==> src/rtl/sdram_word_adapter.sv <==
// Splits 32-bit word requests into byte transactions for sdram_core and
// reassembles read bytes into one word response.
//
// state   | meaning
// IDLE    | ready for a word request
// WR_BYTE | core write of the current enabled lane outstanding
// RD_BYTE | core read of the current lane requested, waiting for accept
// RD_WAIT | read accepted, waiting for core_ack
// RESP    | one-cycle completion pulse
module sdram_word_adapter #(
  parameter int ADDR_WIDTH = 32
) (
  input  logic                  clk,
  input  logic                  rst,
  input  logic                  req_valid,
  output logic                  req_ready,
  input  logic                  req_we,
  input  logic [ADDR_WIDTH-1:0] req_addr,
  input  logic [31:0]           req_wdata,
  input  logic [3:0]            req_be,
  output logic                  rsp_valid,
  output logic [31:0]           rsp_rdata,
  output logic [ADDR_WIDTH-1:0] core_addr,
  output logic [7:0]            core_write_data,
  output logic                  core_wr,
  output logic                  core_rd,
  input  logic                  core_accept,
  input  logic                  core_ack,
  input  logic [7:0]            core_read_data
);

  typedef enum logic [2:0] {IDLE, WR_BYTE, RD_BYTE, RD_WAIT, RESP} state_t;

  state_t                state_q, state_d;
  logic [ADDR_WIDTH-3:0] base_q, base_d;
  logic [1:0]            lane_q, lane_d;
  logic [31:0]           wdata_q, wdata_d;
  logic [3:0]            be_q, be_d;
  logic [3:0]            higher_be;
  logic [31:0]           rdata_d;
  logic                  req_ready_d, core_wr_d, core_rd_d, rsp_valid_d;
  logic [ADDR_WIDTH-1:0] core_addr_d;
  logic [7:0]            core_write_data_d;
  logic                  unused_addr_bits;

  assign unused_addr_bits = ^req_addr[1:0];

  function automatic logic [1:0] lowest_lane(input logic [3:0] m);
    if (m[0])      return 2'd0;
    else if (m[1]) return 2'd1;
    else if (m[2]) return 2'd2;
    else           return 2'd3;
  endfunction

  always_comb begin
    state_d   = state_q;
    base_d    = base_q;
    lane_d    = lane_q;
    wdata_d   = wdata_q;
    be_d      = be_q;
    rdata_d   = rsp_rdata;
    higher_be = be_q & (4'b1110 << lane_q);
    case (state_q)
      IDLE: begin
        if (req_valid && req_ready) begin
          base_d  = req_addr[ADDR_WIDTH-1:2];
          wdata_d = req_wdata;
          be_d    = req_be;
          rdata_d = '0;
          lane_d  = 2'd0;
          if (!req_we)              state_d = RD_BYTE;
          else if (req_be != 4'h0) begin
            state_d = WR_BYTE;
            lane_d  = lowest_lane(req_be);
          end
          else                      state_d = RESP;
        end
      end
      WR_BYTE: begin
        if (core_accept) begin
          if (higher_be != 4'h0) lane_d  = lowest_lane(higher_be);
          else                   state_d = RESP;
        end
      end
      RD_BYTE: if (core_accept) state_d = RD_WAIT;
      RD_WAIT: begin
        if (core_ack) begin
          rdata_d[{lane_q, 3'b000} +: 8] = core_read_data;
          if (lane_q == 2'd3) state_d = RESP;
          else begin
            lane_d  = lane_q + 2'd1;
            state_d = RD_BYTE;
          end
        end
      end
      RESP:    state_d = IDLE;
      default: state_d = IDLE;
    endcase

    // Outputs are decoded from the next state so they leave the flops aligned with it.
    req_ready_d       = (state_d == IDLE);
    core_wr_d         = (state_d == WR_BYTE);
    core_rd_d         = (state_d == RD_BYTE);
    rsp_valid_d       = (state_d == RESP);
    core_addr_d       = (core_wr_d || core_rd_d) ? {base_d, lane_d} : '0;
    core_write_data_d = core_wr_d ? wdata_d[{lane_d, 3'b000} +: 8] : 8'h00;
  end

  always_ff @(posedge clk or negedge rst) begin
    if (!rst) begin
      state_q         <= IDLE;
      base_q          <= '0;
      lane_q          <= 2'd0;
      wdata_q         <= '0;
      be_q            <= '0;
      req_ready       <= 1'b0;
      core_wr         <= 1'b0;
      core_rd         <= 1'b0;
      rsp_valid       <= 1'b0;
      rsp_rdata       <= '0;
      core_addr       <= '0;
      core_write_data <= '0;
    end else begin
      state_q         <= state_d;
      base_q          <= base_d;
      lane_q          <= lane_d;
      wdata_q         <= wdata_d;
      be_q            <= be_d;
      req_ready       <= req_ready_d;
      core_wr         <= core_wr_d;
      core_rd         <= core_rd_d;
      rsp_valid       <= rsp_valid_d;
      rsp_rdata       <= rdata_d;
      core_addr       <= core_addr_d;
      core_write_data <= core_write_data_d;
    end
  end

endmodule
==> config.mk <==
export PLATFORM = sky130hd
export DESIGN_NAME = sdram_word_adapter
export DESIGN_NICKNAME = d
export VERILOG_FILES = /design/src/rtl/sdram_word_adapter.sv
export SDC_FILE = /design/constraint.sdc
export NUM_CORES = 1
export LEC_CHECK = 0
export ABC_AREA = 1
export BUFFER_PORTS_ARGS = -buffer_cell sky130_fd_sc_hd__buf_2
export CORE_MARGIN = 5
export CORE_UTILIZATION = 43
export CTS_CLUSTER_SIZE = 40
export DETAILED_ROUTE_END_ITERATION = 10
export MAX_ROUTING_LAYER = met4
export PLACE_DENSITY = 0.67
export REMOVE_ABC_BUFFERS = 1
export SLEW_MARGIN = 5
export SYNTH_ARGS = -nofsm -noshare
export SYNTH_HDL_FRONTEND = slang
export SYNTH_SLANG_ARGS = --single-unit
==> constraint.sdc <==
create_clock -name clk -period 2.9 [get_ports clk]
set_clock_uncertainty 0.1 [all_clocks]
set_input_delay 0.58 -clock clk [delete_from_list [all_inputs] [get_ports clk]]
set_output_delay 0.58 -clock clk [all_outputs]
set_load 0.02 [all_outputs]
# After elaboration in Yosys (flattened, before gate mapping)
# Index checks and enable logic that the tools add are counted.
[op_classes]
add_sub_neg = 2
multipliers = 0
div_mod_pow = 0
magnitude_cmp = 0
n_eq_ne = 9
shifts = 4
mux = 33
bitwise_logic = 1
n_reduce_logical = 9
[op_table]
columns = ["op", "n"]
rows = [
  ["32-bit 2-to-1 mux", 5],
  ["32-bit one-hot mux with 2 select lines", 1],
  ["30-bit 2-to-1 mux", 2],
  ["32-bit bitwise mux", 1],
  ["8-bit by 7-bit variable shift with 32-bit output (first input constant)", 1],
  ["32-bit by 6-bit variable part select with 8-bit output", 1],
  ["8-bit by 7-bit variable part select with 32-bit output", 1],
  ["3-bit 2-to-1 mux", 8],
  ["2-bit 2-to-1 mux", 11],
  ["3-bit one-hot mux with 4 select lines", 1],
  ["3-bit by 2-bit == test with 1-bit output (second input constant)", 3],
  ["8-bit 2-to-1 mux", 1],
  ["4-bit nonzero test", 2],
  ["5-bit negation with 7-bit output", 1],
  ["3-bit by 1-bit == test with 1-bit output (second input constant)", 2],
  ["3-bit logical NOT", 2],
  ["2-bit one-hot mux with 3 select lines", 1],
  ["4-bit bitwise AND", 1],
  ["2-bit inequality test (second input constant)", 2],
  ["4-bit by 2-bit left shift with 4-bit output (first input constant)", 1],
  ["3-bit == test (second input constant)", 1],
  ["3-bit AND reduction", 1],
  ["2-bit by 1-bit adder with 2-bit output (second input constant)", 1],
  ["2-bit == test (second input constant)", 1],
  ["5 further kinds", 6],
]
[totals]
reg_bits = 147
latchBits = 0
mem_bits_rw = 0
romBits = 0
input_bits = 82
word_cells = 70
mem_count = 0

# Longest topological paths before layout
[logic_depth]
depth_word = 10
mapped_depth = 14

# Worst setup path before layout
# OpenSTA, ideal clock, no wires.
[synth_path]
path_type = "register -> register"
start = "reg lane_q[0]"
end = "reg core_write_data[0]"
arrival_time_ps = 1814
t_required_ps = 2677
slack_ps = 862
path_stages_with_launch = 13
n_path_buf = 2
cell_sequence = "dfrtp_1 -> buf_2 -> inv_1 -> ha_1 -> buf_2 -> nand2_1 -> nand2_1 -> nor2_1 -> nor2_1 -> a21oi_1 -> nand4_1 -> nand3_1 -> a21oi_1"
[synth_between]
elab_chain_len = 10
elab_cells_between_ends = 22
cone_classes = "add/sub (1); eq/ne (2); shift (2); mux (15); bitwise (1); reduce/logical (1)"
[synth_rtl]
columns = ["item", "line", "text"]
rows = [
  ["start: declaration", "36", "logic [1:0] lane_q, lane_d;"],
  ["start signal: assignment", "126", "lane_q <= lane_d;"],
  ["4-bit by 2-bit left shift with 4-bit output", "62", "higher_be = be_q & (4'b1110 << lane_q);"],
  ["4-bit bitwise AND", "62", ""],
  ["1-bit 2-to-1 mux", "51", "else if (m[2]) return 2'd2;"],
  ["2-bit 2-to-1 mux", "50", "else if (m[1]) return 2'd1;"],
  ["2-bit 2-to-1 mux", "49", "if (m[0]) return 2'd0;"],
  ["2-bit 2-to-1 mux", "81", "if (higher_be != 4'h0) lane_d = lowest_lane(higher_be);"],
  ["2-bit 2-to-1 mux", "80", "if (core_accept) begin"],
  ["2-bit one-hot mux with 3 select lines", "63", "case (state_q)"],
  ["32-bit by 6-bit variable part select with 8-bit output", "106", "core_write_data_d = core_wr_d ? wdata_d[{lane_d, 3'b000} +: 8] : 8'h00;"],
  ["8-bit 2-to-1 mux (*)", "106", ""],
  ["via core_write_data_d[0]", "43", "logic [7:0] core_write_data_d;"],
  ["end signal: assignment", "135", "core_write_data <= core_write_data_d;"],
  ["end: declaration", "24", "output logic [7:0] core_write_data,"],
]
# Mark *: on every way through the listed nets, which the timed path passes. The rest lies on a longest branch.
# A chain may end at the register's enable or synchronous reset.

# Worst setup path in the final report
[layout_path]
start = "reg lane_q[1]"
end = "reg core_addr[15]"
[layout_between]
elab_chain_len = 9
elab_cells_between_ends = 13
cone_classes = "eq/ne (3); shift (1); mux (6); bitwise (1); reduce/logical (2)"
[layout_rtl]
columns = ["item", "line", "text"]
rows = [
  ["4-bit by 2-bit left shift with 4-bit output", "62", ""],
  ["4-bit bitwise AND", "62", ""],
  ["4-bit nonzero test", "81", ""],
  ["3-bit 2-to-1 mux", "81", ""],
  ["3-bit 2-to-1 mux", "80", ""],
  ["3-bit one-hot mux with 4 select lines (*)", "63", ""],
  ["3-bit by 1-bit == test with 1-bit output (*)", "102", "core_wr_d = (state_d == WR_BYTE);"],
  ["via core_wr_d", "41", "logic req_ready_d, core_wr_d, core_rd_d, rsp_valid_d;"],
  ["1-bit logical OR (*)", "105", "core_addr_d = (core_wr_d || core_rd_d) ? {base_d, lane_d} : '0;"],
  ["32-bit 2-to-1 mux (*)", "105", ""],
  ["via core_addr_d[15]", "42", "logic [ADDR_WIDTH-1:0] core_addr_d;"],
  ["end signal: assignment", "134", "core_addr <= core_addr_d;"],
  ["end: declaration", "23", "output logic [ADDR_WIDTH-1:0] core_addr,"],
]
# Marks and branches as above.

==> summary.md <==
| Metric | Value |
|---|---|
| Fillcell total | `1358` |
| Peak supply drop | `0.5203 mV` |
| ANT nets after route | `0` |
| Worst R2R Setup Slack | `around 0.48 ns` |
| Largest net degree at the start of global routing | `69` |
| Post-synthesis sequential area ratio | `approximately 58%` |
| HP Class | `in -> async` |
| RSZ-0062 raised after global routing | `no` |
| Initial antenna violation count | `2` |
| Total wire length | `15.24 mm` |
| Yosys top cell area share | `57.97%` |
| Pwr/cell area | `between 1000 and 1500 mW/mm²` |
| Final hold slack | `just under 0.06 ns` |
| Mapped Area | `between 0.006 and 0.007 mm²` |
| Top_reg_cell synth | `dfrtp_1` |
| First-pass GRT wire length | `around 25 mm` |
| Synth cell types | `32` |
| TritonCTS clock tree | `done` |
| Row cnt | `44` |
| Slew Limit Headroom | `approximately 52%` |
| Most frequent cell after synthesis | `dfrtp_1` |
| Mapped Cells | `~700` |
| Routed len/inst | `between 10 and 15 µm` |
| Via density | `between 4 and 5` |
| Total core area | `0.01448 mm²` |
| H-tree levels | `4` |
| Vias | `between 5000 and 6000` |
| Worst Tran Pin Value | `0.7140 ns` |
| GRT Total Usage | `around a fifth` |
| CP Launch Type | `register` |
| # DRC | `0` |
| Synth warn | `0` |
| Crit path max fanout | `31` |
| # IOs | `between 150 and 200` |
| PortBufs | `155` |
| Number of synthesized flops with an enable pin | `0` |
| Slew Limit Fails | `0` |
| TNS Setup | `0 ns` |
| Vias in the first global route | `approximately 5000` |
| DRT iter0 DRCs | `between 300 and 400` |
| CTS sink count | `roughly 150` |
| Detailed placement HPWL | `10.60 mm` |
| CP required | `a little over 3 ns` |
| RePlAce Congestion | `0.8546` |
| FFs w/ async S/R, synth | `100.0%` |
| Final period util | `83.62%` |
| Crit path time final | `between 2 and 2.5 ns` |
| Mapped Avg Cell Area | `9.187 µm²` |
| Drt first pass iters | `4` |
| Total CTS buffers | `17` |
| FF+latch count, synth | `about 150` |
| GRT Residual Overflow | `0` |
| Postcts setup bufs | `0` |
| Layout cells sized above 1 | `a little under a third` |
| Starting density of the core | `a little over two fifths` |
| Clock Tree Buf Depth | `2` |
| Synth top area cells | `dfrtp_1 (58%), inv_1 (6.4%), o21ai_0 (5.9%)` |
| Nets | `approximately 930` |
| Post_cts resized | `0` |
| Synth cell count leaders | `dfrtp_1 (146), inv_1 (107), nand2_1 (83), o21ai_0 (74)` |
| Fmax | `between 0.4 and 0.5 GHz` |
| Crit. End Element | `register` |
| Root Buffer | `clkbuf_16` |
| Leakage power | `just over 4 nW` |
| WS Path Type | `reg -> reg` |
| DIE WIDTH | `about 130 µm` |
| Die area | `about 0.017 mm²` |
| Final hold vios | `0` |
| Clock-pin slew on the worst setup and hold paths | `approximately 0.060 ns` |
| Yosys top cell by area | `dfrtp_1` |
| WP data arrival | `~2.6 ns` |
| Setup violators final | `0` |
| Die height | `approximately 130 µm` |
| Area growth syn-to-layout | `24.90%` |
| Status | `finished clean` |
| Insertion delay to the later sink of the worst-skew pair | `between 0.4 and 0.5 ns` |
| Max-cap viol count | `0` |
| # hold bufs at CTS | `0` |
[cells in the final DEF, fill, tap and decap left out, types with 2 or more instances in the layout]
cell        instances
ha_1                5
nand4_1            19
clkinvlp_4          2
diode_2             3
a21oi_1            16
nand3_1            47
o21ai_1            19
o211ai_1            2
inv_1             107
clkbuf_16          17
buf_4               5
or2_2              55
nor2_1             55
clkinv_2            3
dfrtp_1           146
inv_2               4
nor2_2              3
o41ai_1             8
nand3_2             3
clkbuf_8            2
nor3_1              3
nand2_2             3
o21ai_0            74
nand2_1            83
bufinv_16           4
buf_2             154
buf_12              2
[per-stage QoR]
step,instances,instance area (µm²),power (mW),utilization [%],setup slack [ns]
after floorplan,660,6158,5.619,-,0.6078
after global placement,1006,7248,6.665,50.06,0.4132
after global routing,1038,7869,9.669,54.35,0.2174
final,1039,7871,8.965,54.36,0.4751
after CTS,1036,7864,9.059,54.31,0.4512
after detailed placement,1006,7248,6.735,50.06,0.4345
[worst max-delay path: stages (launching register included)]
cell and delay (ns):
dfrtp_1 0.41, inv_1 0.12, ha_1 0.31, nand2_1 0.11, nand2_1 0.06, nor2_1 0.17
o22ai_2 0.11, inv_2 0.19, o21ai_2 0.10, inv_2 0.46, nor2_1 0.10
[routing by layer]
metal	track usage [%]	vias to the layer above	part of all wire, %	wire [µm]
met1	25.71	2359	46	6957
met2	27.78	167	45	6816
met3	4.781	21	8.1	1234
met5	-	-	0	0
met4	6.292	0	1.5	229
li1	-	2507	-	-
[layout make-up]
cell class / instances / area, µm² / share of cell area, %
Antenna cell: 3 / 7.507 / 0.09537
Sequential cell: 146 / 3654 / 46.42
Tap cell: 184 / 230.2 / 2.925
Multi-Input combinational cell: 402 / 2082 / 26.45
Clock inverter: 10 / 158.9 / 2.019
Timing Repair Buffer: 162 / 859.6 / 10.92
Inverter: 112 / 422.9 / 5.373
Clock buffer: 20 / 456.7 / 5.802
[registers in the layout, summed over array words and instances (netlist names)]
register         flops
core_addr           32
rsp_rdata           32
wdata_q             32
base_q              30
core_write_data      8
be_q                 3
state_q              3
lane_q               2
core_rd              1
core_wr              1
req_ready            1
rsp_valid            1
[where the power goes]
| group | leakage [nW] | internal [mW] | switching (mW) |
|---|---|---|---|
| Combinational | 2.04 | 1.22 | 2.47 |
| Sequential | 1.80 | 2.79 | 0.203 |
| Clock | 0.298 | 1.47 | 0.808 |
| Total | 4.14 | 5.49 | 3.48 |
[cells by family (layout without fill, tap and decap cells)]
kind of cell / Yosys count / in the layout / synth area share (%)
DFF: 146 / 146 / 57.97
other: 0 / 3 / 0
and+or+nand+nor: 274 / 274 / 21.32
buffers and inverters: 138 / 304 / 8.993
adders and majority gates: 5 / 5 / 0.9927
AOI/OAI and AO/OA: 123 / 123 / 10.72
[worst paths after layout]
kind                                   start             to  depth (start not counted)
worst max-delay path               lane_q[1]  core_addr[15]                         10
worst min-delay path                     rst   core_addr[6]                          1
worst max register to register     lane_q[1]  core_addr[15]                         10
worst min register to register  rsp_rdata[6]   rsp_rdata[6]                          2
max in group asynchronous                rst     wdata_q[6]                          2
min in group clk                req_addr[21]     base_q[19]                          3
Note: power is estimated with default switching activity, not from simulation.
